$ cat src/rtl/dac_stream_scheduler_if.sv
// Z80 I/O bus and DAC latch strobe bundle for the paced sample streamer.
// master drives the CPU bus side, slave is the scheduler itself.
interface dac_stream_scheduler_if;
    logic [15:0] a;
    logic        iorq_n;
    logic        wr_n;
    logic        rd_n;
    logic [7:0]  d;
    logic [7:0]  dout;
    logic        oe;
    logic [3:0]  dac_we;
    logic [7:0]  dac_data;
    logic        busy;

    modport master (
        output a, iorq_n, wr_n, rd_n, d,
        input  dout, oe, dac_we, dac_data, busy
    );

    modport slave (
        input  a, iorq_n, wr_n, rd_n, d,
        output dout, oe, dac_we, dac_data, busy
    );
endinterface

$ cat src/rtl/dac_stream_scheduler.sv
// Paced sample streamer: CPU-fed 16-byte FIFO drained by a rate divider into
// the L0/L1/R0/R1 DAC channel latches in mono or stereo order.
module dac_stream_scheduler #(
    parameter logic [7:0]  DATA_PORT = 8'hB3,
    parameter logic [7:0]  CTRL_PORT = 8'hB7,
    parameter logic [7:0]  RATE_PORT = 8'hBB,
    parameter int unsigned PRESCALE  = 28
) (
    input  logic                   clk,
    input  logic                   rst,
    dac_stream_scheduler_if.slave  bus_if
);

    localparam int unsigned DEPTH = 16;
    localparam int unsigned PTR_W = 4;
    localparam int unsigned LVL_W = 5;
    localparam int unsigned PRE_W = (PRESCALE > 1) ? $clog2(PRESCALE) : 1;

    localparam logic [1:0] MODE_OFF    = 2'b00;
    localparam logic [1:0] MODE_MONO   = 2'b01;
    localparam logic [1:0] MODE_STEREO = 2'b10;

    localparam logic [1:0] ST_IDLE      = 2'b00;
    localparam logic [1:0] ST_WAIT_TICK = 2'b01;
    localparam logic [1:0] ST_POP_L     = 2'b10;
    localparam logic [1:0] ST_POP_R     = 2'b11;

    logic [7:0]       fifo_q [DEPTH];
    logic [PTR_W-1:0] wr_ptr_q, wr_ptr_d;
    logic [PTR_W-1:0] rd_ptr_q, rd_ptr_d;
    logic [LVL_W-1:0] level_q, level_d;
    logic [1:0]       mode_q, mode_d;
    logic [7:0]       rate_q, rate_d;
    logic [PRE_W-1:0] pre_q, pre_d;
    logic [7:0]       div_q, div_d;
    logic             underrun_q, underrun_d;
    logic             overrun_q, overrun_d;
    logic             wq_q;
    logic [1:0]       state_q, state_d;
    logic [3:0]       dac_we_q, dac_we_d;
    logic [7:0]       dac_data_q, dac_data_d;

    logic       wq;
    logic       wr_stb;
    logic [7:0] addr;
    logic       data_wr, ctrl_wr, rate_wr;
    logic       flush, flag_clr;
    logic       full, empty;
    logic       push_ok, overrun_set;
    logic       run, tick;
    logic       pop, underrun_set;
    logic [7:0] head;
    logic       unused_addr_hi;

    // One accepted write per bus cycle: rising edge of the write qualifier.
    assign wq      = !bus_if.iorq_n && !bus_if.wr_n;
    assign wr_stb  = wq && !wq_q;
    assign addr    = bus_if.a[7:0];
    assign data_wr = wr_stb && (addr == DATA_PORT);
    assign ctrl_wr = wr_stb && (addr == CTRL_PORT);
    assign rate_wr = wr_stb && (addr == RATE_PORT);

    assign unused_addr_hi = ^bus_if.a[15:8];

    assign flush       = ctrl_wr && bus_if.d[0];
    assign flag_clr    = ctrl_wr && bus_if.d[1];
    assign full        = (level_q == LVL_W'(DEPTH));
    assign empty       = (level_q == '0);
    assign push_ok     = data_wr && !full;
    assign overrun_set = data_wr && full;
    assign head        = fifo_q[rd_ptr_q];
    assign run         = (mode_q != MODE_OFF);

    // Mode and rate registers; the reserved mode code 11 is stored as OFF.
    always_comb begin
        mode_d = mode_q;
        rate_d = rate_q;
        if (ctrl_wr) begin
            mode_d = (bus_if.d[7:6] == 2'b11) ? MODE_OFF : bus_if.d[7:6];
        end
        if (rate_wr) begin
            rate_d = bus_if.d;
        end
    end

    // Prescaler and divider; a tick fires when both wrap together.
    always_comb begin
        pre_d = pre_q;
        div_d = div_q;
        tick  = 1'b0;
        if (!run || rate_wr) begin
            pre_d = '0;
            div_d = '0;
        end else if (pre_q == PRE_W'(PRESCALE - 1)) begin
            pre_d = '0;
            if (div_q == rate_q) begin
                div_d = '0;
                tick  = 1'b1;
            end else begin
                div_d = div_q + 8'd1;
            end
        end else begin
            pre_d = pre_q + PRE_W'(1);
        end
    end

    // Streaming FSM; decisions use the post-write mode so an OFF write wins
    // over a strobe that would otherwise go out on the same edge.
    always_comb begin
        state_d      = state_q;
        dac_we_d     = '0;
        dac_data_d   = dac_data_q;
        pop          = 1'b0;
        underrun_set = 1'b0;
        case (state_q)
            ST_IDLE: begin
                if (mode_d != MODE_OFF) begin
                    state_d = ST_WAIT_TICK;
                end
            end
            ST_WAIT_TICK: begin
                if (tick) begin
                    if ((mode_d == MODE_MONO) && (level_q >= LVL_W'(1))) begin
                        state_d    = ST_POP_L;
                        dac_we_d   = 4'b1111;
                        dac_data_d = head;
                        pop        = 1'b1;
                    end else if ((mode_d == MODE_STEREO) && (level_q >= LVL_W'(2))) begin
                        state_d    = ST_POP_L;
                        dac_we_d   = 4'b0011;
                        dac_data_d = head;
                        pop        = 1'b1;
                    end else begin
                        underrun_set = 1'b1;
                    end
                end
            end
            ST_POP_L: begin
                state_d = ST_WAIT_TICK;
                if ((mode_d == MODE_STEREO) && !empty) begin
                    state_d    = ST_POP_R;
                    dac_we_d   = 4'b1100;
                    dac_data_d = head;
                    pop        = 1'b1;
                end
            end
            ST_POP_R: begin
                state_d = ST_WAIT_TICK;
            end
            default: begin
                state_d = ST_IDLE;
            end
        endcase
        if (mode_d == MODE_OFF) begin
            state_d      = ST_IDLE;
            dac_we_d     = '0;
            dac_data_d   = dac_data_q;
            pop          = 1'b0;
            underrun_set = 1'b0;
        end
    end

    // FIFO pointers and level; flush overrides any push or pop.
    always_comb begin
        wr_ptr_d = wr_ptr_q;
        rd_ptr_d = rd_ptr_q;
        level_d  = level_q;
        if (flush) begin
            wr_ptr_d = '0;
            rd_ptr_d = '0;
            level_d  = '0;
        end else begin
            if (push_ok) begin
                wr_ptr_d = wr_ptr_q + PTR_W'(1);
            end
            if (pop) begin
                rd_ptr_d = rd_ptr_q + PTR_W'(1);
            end
            level_d = level_q + LVL_W'(push_ok) - LVL_W'(pop);
        end
    end

    assign underrun_d = (underrun_q && !flag_clr) || underrun_set;
    assign overrun_d  = (overrun_q && !flag_clr) || overrun_set;

    always_ff @(posedge clk) begin
        if (rst) begin
            state_q <= ST_IDLE;
        end else begin
            state_q <= state_d;
        end
    end

    always_ff @(posedge clk) begin
        if (rst) begin
            wq_q       <= 1'b0;
            wr_ptr_q   <= '0;
            rd_ptr_q   <= '0;
            level_q    <= '0;
            mode_q     <= MODE_OFF;
            rate_q     <= '0;
            pre_q      <= '0;
            div_q      <= '0;
            underrun_q <= 1'b0;
            overrun_q  <= 1'b0;
            dac_we_q   <= '0;
            dac_data_q <= '0;
        end else begin
            wq_q       <= wq;
            wr_ptr_q   <= wr_ptr_d;
            rd_ptr_q   <= rd_ptr_d;
            level_q    <= level_d;
            mode_q     <= mode_d;
            rate_q     <= rate_d;
            pre_q      <= pre_d;
            div_q      <= div_d;
            underrun_q <= underrun_d;
            overrun_q  <= overrun_d;
            dac_we_q   <= dac_we_d;
            dac_data_q <= dac_data_d;
        end
    end

    // Sample storage carries no reset; the level counter defines validity.
    always_ff @(posedge clk) begin
        if (push_ok) begin
            fifo_q[wr_ptr_q] <= bus_if.d;
        end
    end

    assign bus_if.oe       = !bus_if.iorq_n && !bus_if.rd_n && (addr == CTRL_PORT);
    assign bus_if.dout     = {full, empty, underrun_q, overrun_q, level_q[3:0]};
    assign bus_if.dac_we   = dac_we_q;
    assign bus_if.dac_data = dac_data_q;
    assign bus_if.busy     = run;

endmodule

$ cat src/flat_wrapper.sv
// flat-port wrapper written by rule: the top's interface ports become plain ports
module dac_stream_scheduler_flat 
#(
    parameter logic [7:0]  DATA_PORT = 8'hB3,
    parameter logic [7:0]  CTRL_PORT = 8'hB7,
    parameter logic [7:0]  RATE_PORT = 8'hBB,
    parameter int unsigned PRESCALE  = 28
)
  (clk, rst, bus_if_a, bus_if_iorq_n, bus_if_wr_n, bus_if_rd_n, bus_if_d, bus_if_dout, bus_if_oe, bus_if_dac_we, bus_if_dac_data, bus_if_busy);
  dac_stream_scheduler_if bus_if_i ();
  input  logic clk;
  input  logic rst;
  input wire logic [$bits(bus_if_i.a)-1:0] bus_if_a;
  input wire logic [$bits(bus_if_i.iorq_n)-1:0] bus_if_iorq_n;
  input wire logic [$bits(bus_if_i.wr_n)-1:0] bus_if_wr_n;
  input wire logic [$bits(bus_if_i.rd_n)-1:0] bus_if_rd_n;
  input wire logic [$bits(bus_if_i.d)-1:0] bus_if_d;
  output wire logic [$bits(bus_if_i.dout)-1:0] bus_if_dout;
  output wire logic [$bits(bus_if_i.oe)-1:0] bus_if_oe;
  output wire logic [$bits(bus_if_i.dac_we)-1:0] bus_if_dac_we;
  output wire logic [$bits(bus_if_i.dac_data)-1:0] bus_if_dac_data;
  output wire logic [$bits(bus_if_i.busy)-1:0] bus_if_busy;
  assign bus_if_i.a = bus_if_a;
  assign bus_if_i.iorq_n = bus_if_iorq_n;
  assign bus_if_i.wr_n = bus_if_wr_n;
  assign bus_if_i.rd_n = bus_if_rd_n;
  assign bus_if_i.d = bus_if_d;
  assign bus_if_dout = bus_if_i.dout;
  assign bus_if_oe = bus_if_i.oe;
  assign bus_if_dac_we = bus_if_i.dac_we;
  assign bus_if_dac_data = bus_if_i.dac_data;
  assign bus_if_busy = bus_if_i.busy;
  dac_stream_scheduler #(.DATA_PORT(DATA_PORT), .CTRL_PORT(CTRL_PORT), .RATE_PORT(RATE_PORT), .PRESCALE(PRESCALE)) u_core (.clk(clk), .rst(rst), .bus_if(bus_if_i));
endmodule
$ cat config.mk
export PLATFORM = sky130hd
export DESIGN_NAME = dac_stream_scheduler_flat
export DESIGN_NICKNAME = d
export VERILOG_FILES = /design/src/rtl/dac_stream_scheduler_if.sv /design/src/rtl/dac_stream_scheduler.sv /design/src/flat_wrapper.sv
export SDC_FILE = /design/constraint.sdc
export NUM_CORES = 1
export LEC_CHECK = 0
export BUFFER_PORTS_ARGS = -buffer_cell sky130_fd_sc_hd__buf_2
export CAP_MARGIN = 10
export CELL_PAD_IN_SITES_DETAIL_PLACEMENT = 0
export CELL_PAD_IN_SITES_GLOBAL_PLACEMENT = 2
export CORE_UTILIZATION = 25
export DETAILED_ROUTE_END_ITERATION = 8
export GPL_TIMING_DRIVEN = 0
export PLACE_DENSITY_LB_ADDON = 0.1
export SETUP_SLACK_MARGIN = 0.3
export SYNTH_ARGS = -nofsm -noshare
export SYNTH_HDL_FRONTEND = slang
export SYNTH_SLANG_ARGS = --single-unit
$ cat constraint.sdc
create_clock -name clk -period 3.3 [get_ports clk]
set_input_delay 0 -clock clk [delete_from_list [all_inputs] [get_ports clk]]
set_output_delay 0 -clock clk [all_outputs]
set_load 0.02 [all_outputs]
* Word-level counts from Yosys, hierarchy flattened
Memories as Yosys holds them, arrays and structs flattened. A register that Yosys moved wholly into a read port is not among the register bits.
Cells that the tools add are included.
** Storage, ports and cells
- Flip-flop bits (word level) :: 53
- Bits in writable memories :: 128
- Output and inout bits :: 22
- Memories kept :: 1
** Operators by class
- Add/sub/neg operators :: 6
- Magnitude comparators :: 2
- Eq/ne operators :: 16
- Muxes and demuxes :: 37
- Bitwise gates (word level) :: 1
- Reduce and logical (&&, ||, !) cells :: 39
** Memories
- u_core.fifo_q :: depth 16, bits a word 8, rd ports 1, clocked after memory_dff 1, write ports 1, line dac_stream_scheduler.sv:28 : logic [7:0] fifo_q [DEPTH];
** Operator list (count)
- $mux 8 :: 5
- $eq 8x8->1 const B :: 3
- $mux 4 :: 5
- $logic_and 1x1->1 :: 16
- $mux 2 :: 8
- $pmux 8 s2 :: 1
- $mux 1 :: 15
- $eq 5x5->1 const B :: 2
- $add 4x1->4 const B :: 2
- $add 8x1->8 const B :: 1
- $eq 2x2->1 const B :: 4
- $eq 8x8->1 :: 1
- $logic_not 1->1 :: 8
- $pmux 2 s4 :: 1
- $pmux 4 s2 :: 1
- $ne 2x1->1 const B :: 3
- $reduce_bool 2->1 :: 3
- $reduce_or 2->1 :: 3
- $add 5x1->5 :: 1
- $add 5x1->5 const B :: 1
- $ge 5x1->1 const B :: 1
- $ge 5x2->1 const B :: 1
- $logic_not 5->1 :: 1
- $reduce_and 5->1 :: 1
- other kinds (9) :: 13

* Depth between registers and ports, before layout
- Depth after elaboration :: 14
- Gate-level depth with buffers :: 17
- Mapped depth without buffers :: 17

* Worst setup path before layout
No wires, ideal clock.
- Path kind :: register -> register
- Start point :: reg u_core.wq_q
- End point :: reg u_core.level_q[4]
- Library setup time :: 0.132 ns
- Data arrival time :: 3.139 ns
- Slack :: 0.028 ns
- Cell stages (with the launch flop) :: 17
- Clock period less this slack :: 3.272 ns
- Cells stage by stage :: dfxtp_1 > or3_1 > buf_6 > nor4_4 > mux2i_1 > o2111ai_1 > a21oi_1 > ha_1 > inv_1 > ha_1 > inv_1 > fa_1 > nor2_1 > nor2_1 > nor2_1 > or3_1 > a21oi_1
** Between the ends
- Longest elaborated chain between the ends :: 12
** RTL lines
- start: declaration :: line dac_stream_scheduler.sv:38 : logic wq_q;
- start signal: assignment :: line dac_stream_scheduler.sv:209 : wq_q <= wq;
- $logic_not 1->1 (*) :: line dac_stream_scheduler.sv:57 : assign wr_stb = wq && !wq_q;
- $logic_and 1x1->1 (*) :: line dac_stream_scheduler.sv:57
- $logic_and 1x1->1 :: line dac_stream_scheduler.sv:60 : assign ctrl_wr = wr_stb && (addr == CTRL_PORT);
- $mux 2 :: line dac_stream_scheduler.sv:78 : if (ctrl_wr) begin
- $eq 2x2->1 :: line dac_stream_scheduler.sv:128, dac_stream_scheduler.sv:140
- $logic_and 1x1->1 :: line dac_stream_scheduler.sv:128 : end else if ((mode_d == MODE_STEREO) && (level_q >= LVL_W'(2))) begin
- $mux 1 :: line dac_stream_scheduler.sv:128
- $mux 1 :: line dac_stream_scheduler.sv:123 : if ((mode_d == MODE_MONO) && (level_q >= LVL_W'(1))) begin
- $mux 1 :: line dac_stream_scheduler.sv:122 : if (tick) begin
- $pmux 1 s2 :: line dac_stream_scheduler.sv:115 : case (state_q)
- $mux 1 (*) :: line dac_stream_scheduler.sv:154 : if (mode_d == MODE_OFF) begin
- via u_core.pop :: line dac_stream_scheduler.sv:51 : logic pop, underrun_set;
- $sub 5x1->5 (*) :: line dac_stream_scheduler.sv:179 : level_d = level_q + LVL_W'(push_ok) - LVL_W'(pop);
- end signal: assignment :: line dac_stream_scheduler.sv:212 : level_q <= level_d;
- end: declaration :: line dac_stream_scheduler.sv:31 : logic [LVL_W-1:0] level_q, level_d;
Mark *: on every way through the listed nets, which the timed path passes. The rest lies on a longest branch.
A chain may end at the register's enable or synchronous reset.

* Worst setup path after layout
Ends and elaborated chain as after synthesis.

==> run_results.csv <==
group,metric,value,unit
outcome,status,"completed",
global_routing,grt_pass1_vias,4667,
place,dpl.cell_count,967,
job,maxCapViolations,0,
die,rows,64,
die,die_y,180.3,µm
timing,tns,0,ns
logic_synthesis,syn-cell-area,0.007946,mm²
logic_synthesis,synth_edf_count,128,
detailed_routing,routed_wl,19190,µm
critical_path,cp_max_fo,6,
timing,max-slew-margin-rel,0.4887,
place,post_dp_cell_area,0.008695,mm²
critical_path,critPathArrivalTime,3.45,ns
logic_synthesis,netlist_instances,528,
timing,slew_viol_final,0,
timing,setup_viol,0,
die,die_w,180.3,µm
logic_synthesis,synth_top_area_cell,"edfxtp_1",
hold_path,hold_path_class,"in -> reg",
timing,period_needed,3.145,ns
global_routing,grt_pass1_wl,29330,µm
die,start_util,0.2571,
die,coreArea,0.03091,mm²
logic_synthesis,ys.flop_type,"edfxtp_1",
detailed_routing,first_pass_iters,4,
final_layout,finish.instance_area,0.009717,mm²
clocking,cts_buffers,17,
final_layout,syn_to_final_growth,22.28,%
timing,hold_viol,0,
global_routing,antenna_found_initial,0,
logic_synthesis,ys_seq_area_frac,0.6223,
final_layout,instances_no_fill,1019,
place,dpl.hpwl,13090,µm
pwr,vdd_drop_max,338.9,µV
clocking,cts.sinks,183,
timing,clock.fmax,0.3180,GHz
logic_synthesis,avgSynthCellArea,15.05,µm²
logic_synthesis,ys_seq_elements,183,
clocking,cts_root_buffer,"clkbuf_16",
global_routing,grtUsageTotal,0.1240,
clocking,htreeDepth,4,
timing,rsz0062_at_grt,"yes",
logic_synthesis,post-synth-top-count-cell,"edfxtp_1",
final_layout,postLayoutCoreUtil,0.3144,
pwr,power_density,477.6,mW/mm²
clocking,clk_latency,0.43,ns
timing,setup_ws,0.1551,ns
pwr,power,4.641,mW
place,gp_congestion,0.6998,
timing,worstMarginPinSlew,0.7670,ns
global_routing,grt_remaining_overflow,0,
detailed_routing,drt_iter0_markers,223,
detailed_routing,drc,0,
clocking,clk_pin_slew_worst_paths,0.08,ns
logic_synthesis,synth_common_cells,"edfxtp_1 (128), dfxtp_1 (55), nor2_1 (52), mux4_2 (33), nand2_1 (25)",
timing,hold-worst-slack,0.01413,ns
timing,clock_skew,0.01574,ns
detailed_routing,num_vias,4542,
pwr,p_leak,3.203,nW
clocking,cts_tree,"yes",
logic_synthesis,ys_types,58,
place,dp_slack,-0.3853,ns
logic_synthesis,synthArstFlopShare,0,
final_layout,num-nets-final,658,
critical_path,cp.required,3.60,ns
global_routing,grt_max_degree,21,
critical_path,worstSetupStartpointType,"flop",
place,port_buffers,41,
detailed_routing,routedWlPerCell,18.83,µm
final_layout,diodes,0,
critical_path,cp-end-kind,"flop",
clocking,max-clock-path-buffers,2,
die,die_area,0.03250,mm²
logic_synthesis,ys_warn_count,0,
timing,fin_crit_sh,0.9530,
die,ios,51,
logic_synthesis,synth_area_leaders,"edfxtp_1 (48%), dfxtp_1 (14%), mux4_2 (9.4%), mux2i_1 (2.9%), ha_1 (2.8%)",
final_layout,drive_gt1_frac,0.3291,
logic_synthesis,synth_top_area_share,0.4837,
critical_path,crit_type,"reg -> reg",
final_layout,fillers,3086,
detailed_routing,vias_per_cell,4.457,
detailed_routing,antenna_left,0,
logic_synthesis,syn_nets,576,
-- kinds of logic (layout without fill, tap and decap cells) --
kind of cell    count (synthesis)  count (layout)  synth area share
flops                         183             183            0.6223
simple gates                  156             156            0.1099
mux                            65              65            0.1485
buf+inv                        48             143           0.03196
compound gates                 34              34           0.03118
xor+xnor                       23              23           0.02535
fa+ha+maj                      19              19           0.03086
-- repair_timing --
item | in CTS | in global routing
hold buffers | 6 | 0
pin swaps | 7 | 4
endpoints found under the hold margin | 27 | 0
resized for setup | 30 | 24
endpoints found under the setup margin | 131 | 126
setup buffers | 9 | 5
-- area by class of cell --
cell class                 count  area (µm²)  share of cell area
multi-input combinational    297        3024              0.3112
timing repair buffer          63       380.4             0.03915
inverter                      17       63.81            0.006567
clock inverter                15       186.4             0.01919
sequential                   183        4946              0.5090
tap                          396       495.5             0.05099
clock buffer                  17       425.4             0.04378
buffer                        31       195.2             0.02009
-- placed cells by master (no fill, tap or decap), types with 6 or more instances in the layout --
cell	count
nand2b_1	8
o21ai_0	6
or2b_2	16
inv_1	15
nand2_1	25
mux4_2	33
mux2i_1	22
nor2_4	6
nor2_2	7
clkbuf_1	9
a21oi_1	8
xnor2_1	13
ha_1	16
buf_2	46
dlygate4sd3_1	6
edfxtp_1	128
dfxtp_1	54
buf_4	24
xor2_1	9
nor2_1	39
mux4_1	7
clkbuf_16	17
-- layer usage --
layer  GRT usage  wire, µm  vias to the layer above
met5           0         0                        -
met1      0.1795      9956                     2344
met4     0.03761       206                        0
li1            -         -                     2139
met3     0.02425       481                       10
met2      0.1860      8547                       49
-- state kept, by name, indices dropped and copies added, names as in the netlist, named ones only --
register,flops
u_core.overrun_q,1
u_core.fifo_q,128
u_core.div_q,8
u_core.bus_if.dac_we,2
u_core.state_q,2
u_core.pre_q,5
u_core.mode_q,2
u_core.rd_ptr_q,4
u_core.underrun_q,1
u_core.level_q,5
u_core.wq_q,1
u_core.wr_ptr_q,4
u_core.bus_if.dac_data,8
u_core.rate_q,8
-- final timing paths --
path | from | to | slack, ns | cells after the start
max | u_core.wq_q$_SDFF_PP0_ | u_core.level_q[4]$_SDFF_PP0_ | 0.16 | 16
min | bus_if_d[5] | u_core.fifo_q[11][5]$_DFFE_PP_ | 0.01 | 1
max reg2reg | u_core.wq_q$_SDFF_PP0_ | u_core.level_q[4]$_SDFF_PP0_ | 0.16 | 16
min reg2reg | u_core.pre_q[0]$_SDFF_PP0_ | u_core.pre_q[0]$_SDFF_PP0_ | 0.46 | 1
-- power by group --
part / switching, mW / total (mW) / internal, mW / leakage [nW]
combinational: 0.0633 / 0.0901 / 0.0269 / 1.32
clock: 1.01 / 2.10 / 1.09 / 0.287
sequential: 0.000265 / 2.45 / 2.45 / 1.59
-- critical path: stages, from the launching register on --
cell	delay, ns
dfxtp_1	0.31
or3_1	0.31
buf_6	0.15
or4_4	0.47
a2bb2oi_4	0.18
or2_4	0.29
a21oi_4	0.15
ha_4	0.21
inv_2	0.05
ha_4	0.13
inv_2	0.03
fa_2	0.34
nor2_2	0.08
nor2_1	0.04
nor2_1	0.10
or3_1	0.11
a21oi_1	0.06
Note: power is estimated with default switching activity, not from simulation.
